[config.mk]
export PLATFORM = sky130hd
export DESIGN_NAME = bouncing_sprite_renderer
export DESIGN_NICKNAME = d
export VERILOG_FILES = /design/src/rtl/vga_pkg.sv /design/src/rtl/sprite_motion.sv /design/src/rtl/bouncing_sprite_renderer.sv
export SDC_FILE = /design/constraint.sdc
export NUM_CORES = 1
export LEC_CHECK = 0
export CAP_MARGIN = 20
export CORE_ASPECT_RATIO = 1.25
export CORE_MARGIN = 3
export CORE_UTILIZATION = 40
export DETAILED_ROUTE_END_ITERATION = 7
export SYNTH_ARGS = -nofsm -noshare
export SYNTH_HDL_FRONTEND = slang
export SYNTH_SLANG_ARGS = --single-unit
[constraint.sdc]
create_clock -name clk -period 4.59 [get_ports clk]
set_input_delay 0.918 -clock clk [delete_from_list [all_inputs] [get_ports clk]]
set_output_delay 0.918 -clock clk [all_outputs]
set_load 0.03 [all_outputs]
[src/rtl/vga_pkg.sv]
// Shared constants and types for the VGA pixel stages.
//   H_DISPLAY / V_DISPLAY : visible area of the timing generator
//   rgb_t                 : 2 bits per channel, packed as {r, g, b}
//   PALETTE               : sprite colours indexed by the 3-bit colour index
//   dir_e, axis_t         : per-axis motion direction and one-step result
//   axis_step()           : advance one axis by one frame, clamping at the edges
package vga_pkg;

  localparam int H_DISPLAY = 640;
  localparam int V_DISPLAY = 480;

  typedef struct packed {
    logic [1:0] r;
    logic [1:0] g;
    logic [1:0] b;
  } rgb_t;

  // Entry 0 is white so a freshly reset sprite is easy to spot.
  localparam logic [5:0] PALETTE [8] = '{
    6'b111111, 6'b110000, 6'b001100, 6'b000011,
    6'b111100, 6'b001111, 6'b110011, 6'b101010
  };

  typedef enum logic {
    DIR_POS = 1'b0,
    DIR_NEG = 1'b1
  } dir_e;

  typedef struct packed {
    logic [9:0] pos;
    dir_e       dir;
    logic       bounced;
  } axis_t;

  // Positions are widened to 11 bits so pos + step can never wrap; a bounce
  // clamps exactly onto the edge rather than overshooting it.
  function automatic axis_t axis_step(input logic [9:0]  pos,
                                      input dir_e        dir,
                                      input logic [10:0] step,
                                      input logic [10:0] limit);
    axis_t       res;
    logic [10:0] wide;
    wide        = {1'b0, pos};
    res.pos     = pos;
    res.dir     = dir;
    res.bounced = 1'b0;
    if (dir == DIR_POS) begin
      if (wide + step >= limit) begin
        res.pos     = limit[9:0];
        res.dir     = DIR_NEG;
        res.bounced = 1'b1;
      end else begin
        res.pos = 10'(wide + step);
      end
    end else begin
      if (wide <= step) begin
        res.pos     = '0;
        res.dir     = DIR_POS;
        res.bounced = 1'b1;
      end else begin
        res.pos = 10'(wide - step);
      end
    end
    return res;
  endfunction

endpackage

[src/rtl/sprite_motion.sv]
// Sprite position state: detects the frame tick on the vsync rising edge and
// moves the sprite once per frame, bouncing off the visible-area edges.
//   clk, reset   : pixel clock, synchronous active-high reset
//   vsync_in     : vsync from the timing generator
//   pause        : 1 freezes motion on a tick
//   x, y         : sprite top-left corner
//   colour_idx   : palette index, advances on every bounce event
//   bounce_count : wrapping count of bounce events
module sprite_motion
  import vga_pkg::*;
#(
  parameter int SPRITE_W = 32,
  parameter int SPRITE_H = 32,
  parameter int X_INIT   = 100,
  parameter int Y_INIT   = 50,
  parameter int SPEED    = 2
) (
  input  logic       clk,
  input  logic       reset,
  input  logic       vsync_in,
  input  logic       pause,
  output logic [9:0] x,
  output logic [9:0] y,
  output logic [2:0] colour_idx,
  output logic [7:0] bounce_count
);

  localparam logic [10:0] X_MAX = 11'(H_DISPLAY - SPRITE_W);
  localparam logic [10:0] Y_MAX = 11'(V_DISPLAY - SPRITE_H);
  localparam logic [10:0] STEP  = 11'(SPEED);

  logic  vsync_prev;
  logic  armed;
  logic  tick;
  dir_e  dir_x;
  dir_e  dir_y;
  axis_t next_x;
  axis_t next_y;

  // armed stays low after reset until vsync_in has been seen low, so a vsync
  // held high through reset cannot fake a rising edge on release.
  assign tick   = vsync_in & ~vsync_prev & armed;
  assign next_x = axis_step(x, dir_x, STEP, X_MAX);
  assign next_y = axis_step(y, dir_y, STEP, Y_MAX);

  // NOTE: sequential state uses non-blocking assignments so every register
  // samples pre-edge values; blocking here would create order-dependent logic.
  always_ff @(posedge clk) begin
    if (reset) begin
      vsync_prev   <= 1'b0;
      armed        <= 1'b0;
      x            <= 10'(X_INIT);
      y            <= 10'(Y_INIT);
      dir_x        <= DIR_POS;
      dir_y        <= DIR_POS;
      colour_idx   <= '0;
      bounce_count <= '0;
    end else begin
      vsync_prev <= vsync_in;
      if (!vsync_in) armed <= 1'b1;
      if (tick && !pause) begin
        x     <= next_x.pos;
        dir_x <= next_x.dir;
        y     <= next_y.pos;
        dir_y <= next_y.dir;
        // A corner hit bounces both axes on one tick but is a single event.
        if (next_x.bounced || next_y.bounced) begin
          colour_idx   <= colour_idx + 3'd1;
          bounce_count <= bounce_count + 8'd1;
        end
      end
    end
  end

endmodule

[src/rtl/bouncing_sprite_renderer.sv]
// Pixel stage after the VGA timing generator: draws a bouncing solid sprite
// over a checkerboard and delays the syncs to stay aligned with the pixels.
//   clk, reset            : pixel clock, synchronous active-high reset
//   hsync_in, vsync_in    : syncs from the timing generator
//   display_on            : visible-area flag
//   hpos, vpos            : current column / row
//   pause                 : 1 freezes sprite motion, rendering continues
//   r, g, b               : 2-bit colour channels, 2 clocks after the inputs
//   hsync_out, vsync_out  : syncs delayed 2 clocks
//   bounce_count          : wrapping count of bounce events
module bouncing_sprite_renderer
  import vga_pkg::*;
#(
  parameter int SPRITE_W = 32,
  parameter int SPRITE_H = 32,
  parameter int X_INIT   = 100,
  parameter int Y_INIT   = 50,
  parameter int SPEED    = 2
) (
  input  logic       clk,
  input  logic       reset,
  input  logic       hsync_in,
  input  logic       vsync_in,
  input  logic       display_on,
  input  logic [9:0] hpos,
  input  logic [9:0] vpos,
  input  logic       pause,
  output logic [1:0] r,
  output logic [1:0] g,
  output logic [1:0] b,
  output logic       hsync_out,
  output logic       vsync_out,
  output logic [7:0] bounce_count
);

  logic [9:0] x;
  logic [9:0] y;
  logic [2:0] colour_idx;

  sprite_motion #(
    .SPRITE_W (SPRITE_W),
    .SPRITE_H (SPRITE_H),
    .X_INIT   (X_INIT),
    .Y_INIT   (Y_INIT),
    .SPEED    (SPEED)
  ) u_motion (
    .clk          (clk),
    .reset        (reset),
    .vsync_in     (vsync_in),
    .pause        (pause),
    .x            (x),
    .y            (y),
    .colour_idx   (colour_idx),
    .bounce_count (bounce_count)
  );

  // Stage 1: hit test against the current position.
  logic       in_spr;
  logic       in_spr_d1;
  logic       checker_d1;
  logic [2:0] idx_d1;
  logic       display_on_d1;
  logic       hsync_d1;
  logic       vsync_d1;

  // 11-bit compares so x + SPRITE_W near the right edge cannot wrap.
  assign in_spr = ({1'b0, hpos} >= {1'b0, x}) &&
                  ({1'b0, hpos} <  {1'b0, x} + 11'(SPRITE_W)) &&
                  ({1'b0, vpos} >= {1'b0, y}) &&
                  ({1'b0, vpos} <  {1'b0, y} + 11'(SPRITE_H));

  // The colour index is captured with the hit so a pixel always pairs with
  // the colour of the position it was tested against.
  always_ff @(posedge clk) begin
    if (reset) begin
      in_spr_d1     <= 1'b0;
      checker_d1    <= 1'b0;
      idx_d1        <= '0;
      display_on_d1 <= 1'b0;
      hsync_d1      <= 1'b0;
      vsync_d1      <= 1'b0;
    end else begin
      in_spr_d1     <= in_spr;
      checker_d1    <= hpos[5] ^ vpos[5];
      idx_d1        <= colour_idx;
      display_on_d1 <= display_on;
      hsync_d1      <= hsync_in;
      vsync_d1      <= vsync_in;
    end
  end

  // Stage 2: colour select.
  rgb_t pix_next;
  rgb_t pix;

  // NOTE: pix_next gets a default before any branch so no path leaves it
  // unassigned, which would otherwise infer a latch.
  always_comb begin
    pix_next = '0;
    if (display_on_d1) begin
      if (in_spr_d1) begin
        pix_next = rgb_t'(PALETTE[idx_d1]);
      end else begin
        pix_next.b = checker_d1 ? 2'b01 : 2'b00;
      end
    end
  end

  always_ff @(posedge clk) begin
    if (reset) begin
      pix       <= '0;
      hsync_out <= 1'b0;
      vsync_out <= 1'b0;
    end else begin
      pix       <= pix_next;
      hsync_out <= hsync_d1;
      vsync_out <= vsync_d1;
    end
  end

  assign r = pix.r;
  assign g = pix.g;
  assign b = pix.b;

endmodule
# Word level (Yosys, flattened, before mapping)
# Memories as Yosys holds them, arrays and structs flattened.
# Cells that the tools add are included.
op_classes:
  n_addsub: 8
  n_mul: 0
  n_div: 0
  n_lt_le_gt_ge: 9
  n_eq_ne: 0
  shifts: 0
  mux: 14
  bitwise_logic: 7
  n_reduce_logical: 9
op_table:
  columns: ["op", "n"]
  rows:
  - ["10-bit two-way mux", 4]
  - ["12-bit two-way mux", 2]
  - ["10-bit by 2-bit adder with 11-bit output, second input constant", 2]
  - ["10-bit by 6-bit adder with 11-bit output, second input constant", 2]
  - ["10-bit by 11-bit less-than comparator with 1-bit output", 2]
  - ["10-bit >= comparator", 2]
  - ["10-bit by 2-bit less-or-equal comparator with 1-bit output, second input constant", 2]
  - ["10-bit by 2-bit subtractor with 10-bit output, second input constant", 2]
  - ["6-bit two-way mux", 2]
  - ["11-bit by 10-bit >= comparator with 1-bit output, second input constant", 1]
  - ["11-bit by 9-bit >= comparator with 1-bit output, second input constant", 1]
  - ["2-bit two-way mux", 5]
  - ["8-bit by 1-bit adder with 8-bit output, second input constant", 1]
  - ["4-bit >= comparator, second input constant", 1]
  - ["1-bit logical AND", 4]
  - ["3-bit NOT with 4-bit output", 1]
  - ["3-bit by 1-bit adder with 3-bit output, second input constant", 1]
  - ["1-bit NOT", 3]
  - ["3-bit OR reduction", 1]
  - ["1-bit bitwise AND", 2]
  - ["2-bit AND reduction", 1]
  - ["2-bit OR reduction", 1]
  - ["1-bit zero test", 1]
  - ["1-bit logical OR", 1]
  - ["other kinds (2)", 2]
totals:
  register_bits: 50
  latchBits: 0
  mem_bits_rw: 0
  mem_bits_ro: 48
  inputBits: 26
  out_inout_bits: 16
  wordCells: 66
  mem_count: 1
memory_table:
  columns: ["memory", "words", "word_bits", "rd", "rd_ports_with_merged_regs", "write_ports", "line_no", "text"]
  rows:
  - ["(no name shown)", 8, 6, 1, 0, 0, "bouncing_sprite_renderer.sv:102", "pix_next = rgb_t'(PALETTE[idx_d1]);"]

# Depth between registers and ports, before layout
# Gate-level depths: netlist (run 1).
logic_depth:
  word_depth: 6
  mapped_depth: 12
  ltp_nobuf: 9

# Cells and area by module
# From an unflattened synthesis (run 1), not the netlist that was laid out.
unflattened:
  hier_cells: 479
  area_unflattened_um2: 3841.2
modules_own_cells:
  columns: ["mod", "n_inst", "cells_per_inst", "area_each_um2", "seq_area_each_um2"]
  rows:
  - ["sprite_motion", 1, 315, 2422.3, 660.6]
  - ["bouncing_sprite_renderer", 1, 164, 1418.9, 320.3]

# Worst setup path before layout (run 1)
# No wires, ideal clock.
synth_path:
  kind: "register to register"
  start: "register u_motion.y[1]"
  end: "register u_motion.colour_idx[2]"
  setup_time_ps: 123
  arrival_ps: 2268
  required_time_ps: 4467
  slack_ps: 2199
  stages_incl_launch_ff: 9
  n_path_buf: 1
  synth_period_minus_slack_ps: 2391
  cell_sequence: "dfxtp_1 -> ha_1 -> and4_1 -> a2111oi_1 -> o31ai_2 -> a21oi_2 -> buf_6 -> nor2_1 -> mux2_1"
synth_via:
  elab_chain_len: 6
  elab_cells_between_ends: 8
  cone_classes: "add/sub (1); order compare (2); mux (3); reduce/logical (2)"
synth_rtl:
  columns: ["element", "line_no", "text"]
  rows:
  - ["start, declared", "sprite_motion.sv:23", "output logic [9:0] y,"]
  - ["start signal, assigned", "sprite_motion.sv:53", "y <= 10'(Y_INIT);"]
  - ["start signal, assigned", "sprite_motion.sv:64", "y <= next_y.pos;"]
  - ["10-bit by 2-bit adder with 11-bit output", "vga_pkg.sv:48", "if (wide + step >= limit) begin"]
  - ["11-bit by 9-bit >= comparator with 1-bit output", "vga_pkg.sv:48", null]
  - ["2-bit two-way mux", "vga_pkg.sv:48", null]
  - ["12-bit two-way mux *", "vga_pkg.sv:47", "if (dir == DIR_POS) begin"]
  - ["1-bit logical OR *", "sprite_motion.sv:67", "if (next_x.bounced || next_y.bounced) begin"]
  - ["2-bit AND reduction (no source line) *", null, null]
  - ["end signal, assigned", "sprite_motion.sv:68", "colour_idx <= colour_idx + 3'd1;"]
  - ["end, declared", "sprite_motion.sv:24", "output logic [2:0] colour_idx,"]
# Every way passes the cells marked *; elsewhere a longest branch is shown, timed or not.
# A chain may end at the register's enable or synchronous reset.

# Worst setup path after layout (run 1)
layout_path:
  start: "register u_motion.y[5]"
  end: "register u_motion.bounce_count[0]"
layout_via:
  elab_chain_len: 6
  elab_cells_between_ends: 8
  cone_classes: "add/sub (1); order compare (2); mux (3); reduce/logical (2)"
layout_rtl:
  columns: ["element", "line_no", "text"]
  rows:
  - ["10-bit by 2-bit adder with 11-bit output", "vga_pkg.sv:48", null]
  - ["11-bit by 9-bit >= comparator with 1-bit output", "vga_pkg.sv:48", null]
  - ["2-bit two-way mux", "vga_pkg.sv:48", null]
  - ["12-bit two-way mux *", "vga_pkg.sv:47", null]
  - ["1-bit logical OR *", "sprite_motion.sv:67", null]
  - ["2-bit AND reduction (no source line) *", null, null]
  - ["end signal, assigned", "sprite_motion.sv:69", "bounce_count <= bounce_count + 8'd1;"]
  - ["end, declared", "sprite_motion.sv:25", "output logic [7:0] bounce_count"]
# Marked as above.

==> results.ini, run 1 <==
[routing]
num_vias=3181
drc=0
antenna_left=0
drt_iter0_drc=129
wl_um=8140
wl_per_cell_um=14.2
vias_per_cell=5.56
firstDrtPassIters=4

[cts]
h-tree-depth=2
numCtsBuffers=5
clock_latency_ns=0.31
ctsResizeCount=0
clk_pin_slew_ns=0.09
numClockSinks=48
cts_max_path_buffers=2
cts_root_buf=clkbuf_8
postCtsSetupBuffers=0
cts_tree=done
hold_buffers=0

[place]
placedInstanceArea_mm2=0.00394
io_buffers=39
hpwl_um=6120
gp_congestion=0.849

[die]
coreArea_mm2=0.00838
die_w_um=89.8
dieArea_mm2=0.00995
rows=37
dieHeight_um=111
initial_core_util_pct=41.9
num_io_pins=42

[power]
pwr-share-clk_pct=37.2
leakage_nw=1.50
seqPwrFrac_pct=50.4
pwr_density_cell_mw_per_mm2=212
switching_power_mw=0.218
p_comb_share_pct=12.4
peakVddDrop_mv=0.144
p_total_mw=0.859
p_sw_share_pct=25.4
p_int_mw=0.640

[setup_path]
worst-path-stages=7
timing.rr.start=u_motion.y[5]
arrival_ns=3.30
cp_slowest_cell=a2111oi_1
critPathTopFamily=compound AO/OA/AOI/OAI gates
r2r_slack_ns=1.48
cp-start-kind=register
path_class=reg -> reg
slowest_delay_ns=0.76
rr_endpoint=u_motion.bounce_count[0]
crit_path_max_fanout=16
crit_chain=ha_1 > and4_1 > a2111oi_1 > o31ai_2 > a21oi_2 > nor2_1 > mux2_2
timing.critical_path.from=u_motion.y[5]
path_buf_inv=0
endpoint=u_motion.bounce_count[0]
end_kind=register
cp.required_ns=4.78
r2r_cells=7

[sta]
tightest_slew_ns=0.976
drv_slew=0
setup_violations=0
fmax_mhz=322
period_share_pct=67.7
finClkSkew_ns=0.0109
rsz0062_at_grt=false
hold_viol=0
fin_crit_ns=3.11
tns_ns=0
slew-limit-headroom_pct=34.9
worst_hold_slack_ns=0.447

[cells_and_area]
seq_area_um2=961
multi_input_area_mm2=0.00231
drive_above_1_share_pct=5.27
synthToLayoutAreaGrowth_pct=15.4
fin_nets=523
fill_cells=851
antenna_cells=0
design_area_mm2=0.00405

[global_routing]
grt_pass1_vias=3045
grt_pass1_wl_um=13800
grt-ovfl-total=0
antenna_found_initial=0
grt_use_total_pct=16.1
grt_start_max_net_pins=32

[outcome]
status=complete, no violations

[synthesis]
syn_nets=503
synth_edf_count=0
muxShareOfSynthArea_pct=2.42
yosys_warnings=0
ys.flop_type=dfxtp_1
synth.distinct_cells=61
yosys.area_share.adder_pct=15.3
synth_cells=434
synth_top_family_by_area=compound AO/OA/AOI/OAI gates
synthXorXnorAreaFrac_pct=3.74
synth_compound_area_share_pct=22.7
syn_area_per_cell_um2=8.09
synth_simple_gate_area_share_pct=21.6
ys_seq_area_share_pct=27.4
synth-async-reset-ratio_pct=0
syn_area_mm2=0.00351
ys_seq_elements=48

[job]
maxCapViolations=0

[hold_path]
holdPathStages=1
hold_path.class=reg -> reg

## routing by layer
layer	wire [um]	vias to the layer above	track usage [%]
met4	157	0	4.81
li1	-	1629	-
met2	4290	40	31.0
met3	131	16	2.04
met1	3560	1496	18.3
met5	0	-	0
## through the flow
step | utilization (%) | setup WS (ns) | instances
after detailed placement | 47.0 | 1.29 | 564
after CTS | 48.4 | 1.49 | 572
after global routing | 48.4 | 1.21 | 572
after global placement | 47.0 | 1.32 | 564
after floorplan | - | 2.20 | 434
final | 48.4 | 1.48 | 572
## logic make-up (layout without fill, tap and decap cells)
group,after synthesis,in the layout
AO/OA/AOI/OAI,122,122
XOR/XNOR,15,15
adder cells (fa/ha/maj),43,43
buffers and inverters,58,79
flip-flops,48,48
multiplexers,8,8
AND/OR/NAND/NOR,140,140
## power by group through the flow
stage	clock network [mW]	registers, mW	logic [mW]
after floorplan	0	0.439	0.0683
after global placement	0	0.443	0.104
after detailed placement	0	0.443	0.107
after CTS	0.326	0.433	0.107
after global routing	0.342	0.435	0.121
final	0.320	0.433	0.106
## sequential cells by signal, summed over array words and instances (netlist names), 2 cells and up
register               flops
b                          2
g                          2
idx_d1                     3
r                          2
u_motion.bounce_count      8
u_motion.colour_idx        3
u_motion.x                 9
u_motion.y                 9
## final cells by class
class	count	share of cell area, %
clock buffers	5	1.70
flip-flops and latches	48	23.7
repair buffers	41	10.0
inverters	30	2.78
multi-input cells	328	57.1
clock inverters	3	1.14
well taps	117	3.61
## synthesized netlist by cell type (3+ instances only)
library cell / instances / share of area (%)
dfxtp_1: 48 / 27
ha_1: 43 / 15
a21oi_1: 35 / 5.0
nor2_1: 30 / 3.2
inv_1: 29 / 3.1
o21ai_0: 26 / 3.7
clkbuf_1: 18 / 1.9
nand3_1: 17 / 2.4
nor3_1: 17 / 2.4
xnor2_1: 15 / 3.7
nand2_1: 12 / 1.3
nor2b_1: 12 / 2.1
nand4_1: 10 / 1.8
and3_1: 8 / 1.4
o21a_1: 8 / 1.7
nor4_1: 7 / 1.2
a31oi_1: 6 / 1.1
or4_1: 6 / 1.3
o22ai_1: 5 / 0.89
o31ai_1: 5 / 1.1
a211oi_1: 4 / 0.86
and2_1: 4 / 0.71
buf_2: 4 / 0.57
mux2i_1: 4 / 1.1
nand2b_1: 4 / 0.71
o211ai_1: 4 / 0.86
a22oi_1: 3 / 0.64
and4_1: 3 / 0.75
buf_1: 3 / 0.32
mux2_2: 3 / 0.96
or3_1: 3 / 0.53
## worst min-delay path by stage
stage | startpoint | end | slack, ns
2_1_floorplan | hsync_d1 | hsync_out | 0.41
3_3_place_gp | hsync_d1 | hsync_out | 0.42
3_5_place_dp | hsync_d1 | hsync_out | 0.44
4_1_cts | hsync_d1 | hsync_out | 0.45
5_1_grt | hsync_d1 | hsync_out | 0.47
6_report | hsync_d1 | hsync_out | 0.45
## placed cells by master, fill, tap and decap left out, types with 15 or more instances in the layout
master	instances
clkdlybuf4s50_1	39
dfxtp_1	48
inv_1	29
o21ai_0	26
a21oi_1	35
ha_1	43
nor3_1	17
xnor2_1	15
nand3_1	17
nor2_1	30
Power figures use the tool's default switching activity.
==> inputs of run 2 (changes only) <==
- clock period: 4.59 -> 2.9 ns (I/O delays scaled with it)
==> run 2 against run 1 <==
Global-route usage grew 0.97 points. Wire length up 4.1%. Fmax increased by 17%. Via count grew 1.2%. First-iteration DRC count fell by 26%. Sequential power is 58% higher. Worst setup slack lost 1.2 ns. Hold slack better by 0.014 ns. Sequential cell count is the same. Largest power group unchanged.
==> results.ini, run 2 (same netlist as run 1, synthesis figures left out) <==
[place]
gp_congestion=0.858  ; +1.1%
hpwl_um=6450  ; +5.4%
io_buffers=39  ; unchanged

[power]
pwr-share-clk_pct=33.3  ; -3.9 points
seqPwrFrac_pct=52.9  ; +2.5 points
pwr_density_cell_mw_per_mm2=311  ; +47%
leakage_nw=1.56  ; +3.9%
switching_power_mw=0.338  ; +55%
p_sw_share_pct=26.2  ; +0.76 points
p_comb_share_pct=13.8  ; +1.4 points
p_int_mw=0.952  ; +49%
peakVddDrop_mv=0.225  ; +56%

[cts]
h-tree-depth=2  ; unchanged
numClockSinks=48  ; unchanged
numCtsBuffers=5  ; unchanged
hold_buffers=0  ; unchanged
cts_root_buf=clkbuf_8
postCtsSetupBuffers=0  ; unchanged
clk_pin_slew_ns=0.10  ; about the same
cts_max_path_buffers=2  ; unchanged
cts_tree=done
clock_latency_ns=0.30  ; about the same

[routing]
vias_per_cell=5.50  ; -1.1%
num_vias=3218  ; +1.2%
wl_per_cell_um=14.5  ; +1.8%
drc=0  ; unchanged
firstDrtPassIters=4  ; unchanged
antenna_left=0  ; unchanged
wl_um=8480  ; +4.1%
drt_iter0_drc=96  ; -26%

[die]
dieHeight_um=111  ; unchanged
die_w_um=89.8  ; unchanged
coreArea_mm2=0.00838  ; unchanged
dieArea_mm2=0.00995  ; unchanged
initial_core_util_pct=41.9  ; unchanged
rows=37  ; unchanged
num_io_pins=42  ; unchanged

[global_routing]
grt_pass1_vias=3163  ; +3.9%
grt_start_max_net_pins=47  ; +47%
grt_pass1_wl_um=14500  ; +5.3%
antenna_found_initial=0  ; unchanged
grt-ovfl-total=0  ; unchanged
grt_use_total_pct=17.1  ; +0.97 points

[setup_path]
cp-start-kind=register
cp.required_ns=3.13  ; -1.65 ns
path_class=reg -> reg
timing.rr.start=u_motion.x[2]
crit_path_max_fanout=14  ; -2
end_kind=register
timing.critical_path.from=u_motion.x[2]
r2r_slack_ns=0.25  ; -1.24 ns
arrival_ns=2.89  ; -0.41 ns

[cells_and_area]
mostFrequentLayoutCell=dfxtp_1
synthToLayoutAreaGrowth_pct=18.2
multi_input_area_mm2=0.00232  ; +0.22%
reg_top3=u_motion.x: 9 flops, u_motion.y: 9 flops, u_motion.bounce_count: 8 flops
seq_area_um2=961  ; unchanged
drive_above_1_share_pct=8.12  ; +2.8 points
mostFrequentLayoutCells=dfxtp_1, ha_1, clkdlybuf4s50_1, a21oi_1, nor2_1
fin_nets=536  ; +2.5%
antenna_cells=0  ; unchanged
fill_cells=840  ; -1.3%

[hold_path]
hp-start=hsync_d1
hold_path.class=reg -> reg

[sta]
setup_violations=0  ; unchanged
worst_hold_slack_ns=0.461  ; +0.0138 ns
drv_slew=0  ; unchanged
tns_ns=0  ; unchanged
hold_viol=0  ; unchanged
slew-limit-headroom_pct=68.2  ; +33 points
fmax_mhz=377  ; +17%
tightest_slew_ns=0.476  ; -0.501 ns
period_share_pct=91.5  ; +24 points
rsz0062_at_grt=false
finClkSkew_ns=0.0103  ; -0.000615 ns
fin_crit_ns=2.65  ; -0.453 ns

[outcome]
status=complete, no violations

[job]
maxCapViolations=0  ; unchanged

## run 2: changes by cell type in the layout (fill, tap and decap cells not counted)
| cell | change |
|---|---|
| buf_4 | +12 |
| a2111oi_1 | -1 |
| a2111oi_2 | +1 |
| buf_12 | +1 |
| bufinv_16 | -1 |
| clkbuf_8 | +1 |
| clkinvlp_4 | +1 |
| inv_6 | -1 |
## run 2: path summary, 6_finish.rpt
kind                                    to  depth (start not counted)
hold reg to reg                  hsync_out                          1
setup reg to reg  u_motion.bounce_count[5]                          8
setup / recovery  u_motion.bounce_count[5]                          8
hold / removal                   hsync_out                          1
## run 2: metrics by stage
stage / power [mW] / instance area (um^2) / instances / setup WS, ns / utilization [%]
floorplan: 0.803 / 3510 / 434 / 0.509 / -
global placement: 0.871 / 4050 / 577 / 0.278 / 48.3
detailed placement: 0.877 / 4050 / 577 / 0.242 / 48.3
CTS: 1.31 / 4150 / 585 / 0.260 / 49.5
global route: 1.36 / 4150 / 585 / 0.0197 / 49.5
finish: 1.29 / 4150 / 585 / 0.247 / 49.5
## run 2: power groups by stage
stage	Combinational, mW	Clock, mW	Sequential, mW
2_1_floorplan	0.108	0	0.695
3_3_place_gp	0.173	0	0.698
3_5_place_dp	0.179	0	0.698
4_1_cts	0.180	0.448	0.683
5_1_grt	0.201	0.476	0.685
6_report	0.178	0.429	0.683
## run 2: what timing repair did
item / CTS / global route
endpoints found under the setup margin: 0 / 2
resized for setup: 0 / 1
hold endpoints to repair: 0 / 0
## run 2: worst max-delay path, stage by stage (launching register included)
cell     delay (ns)
dfxtp_1        0.38
or4_4          0.55
o32ai_2        0.24
a31o_2         0.34
o21a_4         0.18
a21oi_2        0.07
buf_4          0.19
or4_1          0.50
a21oi_1        0.14
## run 2: final cells by class
class | count | area share [%]
sequential | 48 | 23.2
clock buffer | 6 | 1.99
timing repair buffer | 54 | 12.4
multi-input combinational | 328 | 55.8
clock inverter | 2 | 0.362
tap | 117 | 3.53
inverter | 30 | 2.71
## run 2: layer usage
| metal | share of wire (%) | track usage (%) | vias to the layer above | routed length, um |
|---|---|---|---|---|
| li1 | - | - | 1659 | - |
| met1 | 43 | 20.0 | 1490 | 3660 |
| met2 | 52 | 31.2 | 52 | 4390 |
| met3 | 2.4 | 1.83 | 17 | 205 |
| met4 | 2.7 | 7.67 | 0 | 226 |
| met5 | 0 | 0 | - | 0 |
==> inputs of run 3 (changes only) <==
- CORE_MARGIN: 3 -> 2
- PLACE_DENSITY_LB_ADDON: unset -> 0.08
==> run 3 against run 2 <==
Fmax is 0.58% higher. Core utilization is 0.91 points lower. Cell count is 0.68% higher. Combinational power is 2% lower. Wire length is 0.27% lower. Critical path depth stayed put. Worst setup slack better by 0.015 ns. Total power is 12% higher. Count of clock-buffer cells in the layout is 1 lower. Non-clock buffer count is 1 higher. Clock skew is 0.0052 ns lower. Largest power group unchanged. Highest routed layer unchanged.
==> results.ini, run 3 (same netlist as run 1, synthesis figures left out) <==
[place]
hpwl_um=6470  ; +0.26%
placedInstanceArea_mm2=0.00405  ; about the same
io_buffers=39  ; unchanged
dp_slack_ns=0.198  ; -0.0437 ns
dp.cells=581  ; +0.69%
gp_congestion=0.858  ; about the same

[global_routing]
grt_pass1_wl_um=14100  ; -2.9%
grt_start_max_net_pins=32  ; -32%
grt-ovfl-total=0  ; unchanged
grt_pass1_vias=3017  ; -4.6%
antenna_found_initial=0  ; unchanged
grt_use_total_pct=18.3  ; +1.3 points

[sta]
fin_crit_ns=2.64  ; -0.0153 ns
drv_slew=0  ; unchanged
setup_violations=0  ; unchanged
rsz0062_at_grt=false
finClkSkew_ns=0.00514  ; -0.00518 ns
fmax_mhz=379  ; +0.58%
slew-limit-headroom_pct=49.5  ; -19 points
worst_hold_slack_ns=0.450  ; -0.0106 ns
tightest_slew_ns=0.755  ; +0.280 ns
tns_ns=0  ; unchanged
setup_slack_ns=0.263  ; +0.0153 ns
hold_viol=0  ; unchanged
period_share_pct=90.9  ; -0.53 points

[cells_and_area]
synthToLayoutAreaGrowth_pct=19.1
design_area_mm2=0.00418  ; +0.81%
finish.utilization_pct=48.6  ; -0.91 points
mostFrequentLayoutCells=dfxtp_1, ha_1, clkdlybuf4s50_1, a21oi_1, nor2_1
antenna_cells=0  ; unchanged
reg_top3=u_motion.x: 9 flops, u_motion.y: 9 flops, u_motion.bounce_count: 8 flops
layout.cells.non_filler=589  ; +0.68%
mostFrequentLayoutCell=dfxtp_1
drive_above_1_share_pct=8.10  ; -0.017 points
fin_nets=537  ; +0.19%

[cts]
cts_root_buf=clkbuf_8
ctsResizeCount=0  ; unchanged
cts_tree=done
cts_max_path_buffers=2  ; unchanged
numCtsBuffers=5  ; unchanged
hold_buffers=0  ; unchanged
numClockSinks=48  ; unchanged
clock_latency_ns=0.30  ; about the same
postCtsSetupBuffers=0  ; unchanged
clk_pin_slew_ns=0.09  ; about the same
h-tree-depth=2  ; unchanged

[die]
die_w_um=87.8  ; -2.2%
rows=38  ; +2.7%
dieArea_mm2=0.00955  ; -4.0%
coreArea_mm2=0.00861  ; +2.7%
dieHeight_um=109  ; -1.8%
num_io_pins=42  ; unchanged
initial_core_util_pct=40.8  ; -1.1 points

[setup_path]
crit_chain=ha_1 > and4_1 > a2111oi_1 > o31ai_2 > a21oi_2 > buf_4 > or4_1 > a21oi_1
cp_slowest_cell=dfxtp_1
timing.critical_path.from=u_motion.y[1]
arrival_ns=2.88  ; about the same
cp.required_ns=3.14  ; about the same
cp-start-kind=register
path_buf_inv=1  ; unchanged
slowest_delay_ns=0.52  ; -0.03 ns
end_kind=register
path_class=reg -> reg
crit_path_max_fanout=14  ; unchanged
timing.rr.start=u_motion.y[1]
critPathTopFamily=compound AO/OA/AOI/OAI gates

[power]
p_total_mw=1.44  ; +12%
peakVddDrop_mv=0.283  ; +26%
pwr_density_cell_mw_per_mm2=344  ; +11%
leakage_nw=1.58  ; +1.4%

[routing]
drc=0  ; unchanged
wl_um=8450  ; -0.27%
drt_iter0_drc=103  ; +7.3%
antenna_left=0  ; unchanged
firstDrtPassIters=4  ; unchanged
wl_per_cell_um=14.4  ; -0.95%
vias_per_cell=5.39  ; -2.0%
num_vias=3174  ; -1.4%

[outcome]
status=complete, no violations

[hold_path]
hold_path.class=reg -> reg
hp-start=hsync_d1

[job]
maxCapViolations=0  ; unchanged

==> run 3: metal layers <==
| layer | vias to the layer above | global-route usage, % | routed length (um) |
|---|---|---|---|
| li1 | 1655 | - | - |
| met1 | 1460 | 22.4 | 3780 |
| met2 | 51 | 33.5 | 4380 |
| met3 | 8 | 2.42 | 200 |
| met4 | 0 | 4.51 | 100 |
| met5 | - | 0 | 0 |
==> run 3: layout make-up <==
type,instances,area (um^2)
Clock buffer,5,68.8
Clock inverter,3,68.8
Fill cell,864,4420
Inverter,30,113
Multi-Input combinational cell,328,2310
Sequential cell,48,961
Tap cell,120,150
Timing Repair Buffer,55,510
==> run 3: final timing paths <==
check	to	slack (ns)	depth (start not counted)
setup reg to reg	u_motion.bounce_count[5]	0.26	8
hold / removal	hsync_out	0.45	1
setup / recovery	u_motion.bounce_count[5]	0.26	8
hold reg to reg	hsync_out	0.45	1
==> run 3: worst register-to-register path, cell delays in order (launching register included) <==
cell and delay [ns]:
dfxtp_1 0.52, ha_1 0.32, and4_1 0.26, a2111oi_1 0.15
o31ai_2 0.39, a21oi_2 0.09, buf_4 0.20, or4_1 0.50
a21oi_1 0.15
==> run 3: where the power goes <==
part / total [mW] / leakage [nW] / internal, mW / switching, mW
Combinational: 0.174 / 1.13 / 0.0869 / 0.0872
Clock: 0.581 / 0.0687 / 0.347 / 0.234
Sequential: 0.685 / 0.389 / 0.670 / 0.0151
Total: 1.44 / 1.58 / 1.10 / 0.336
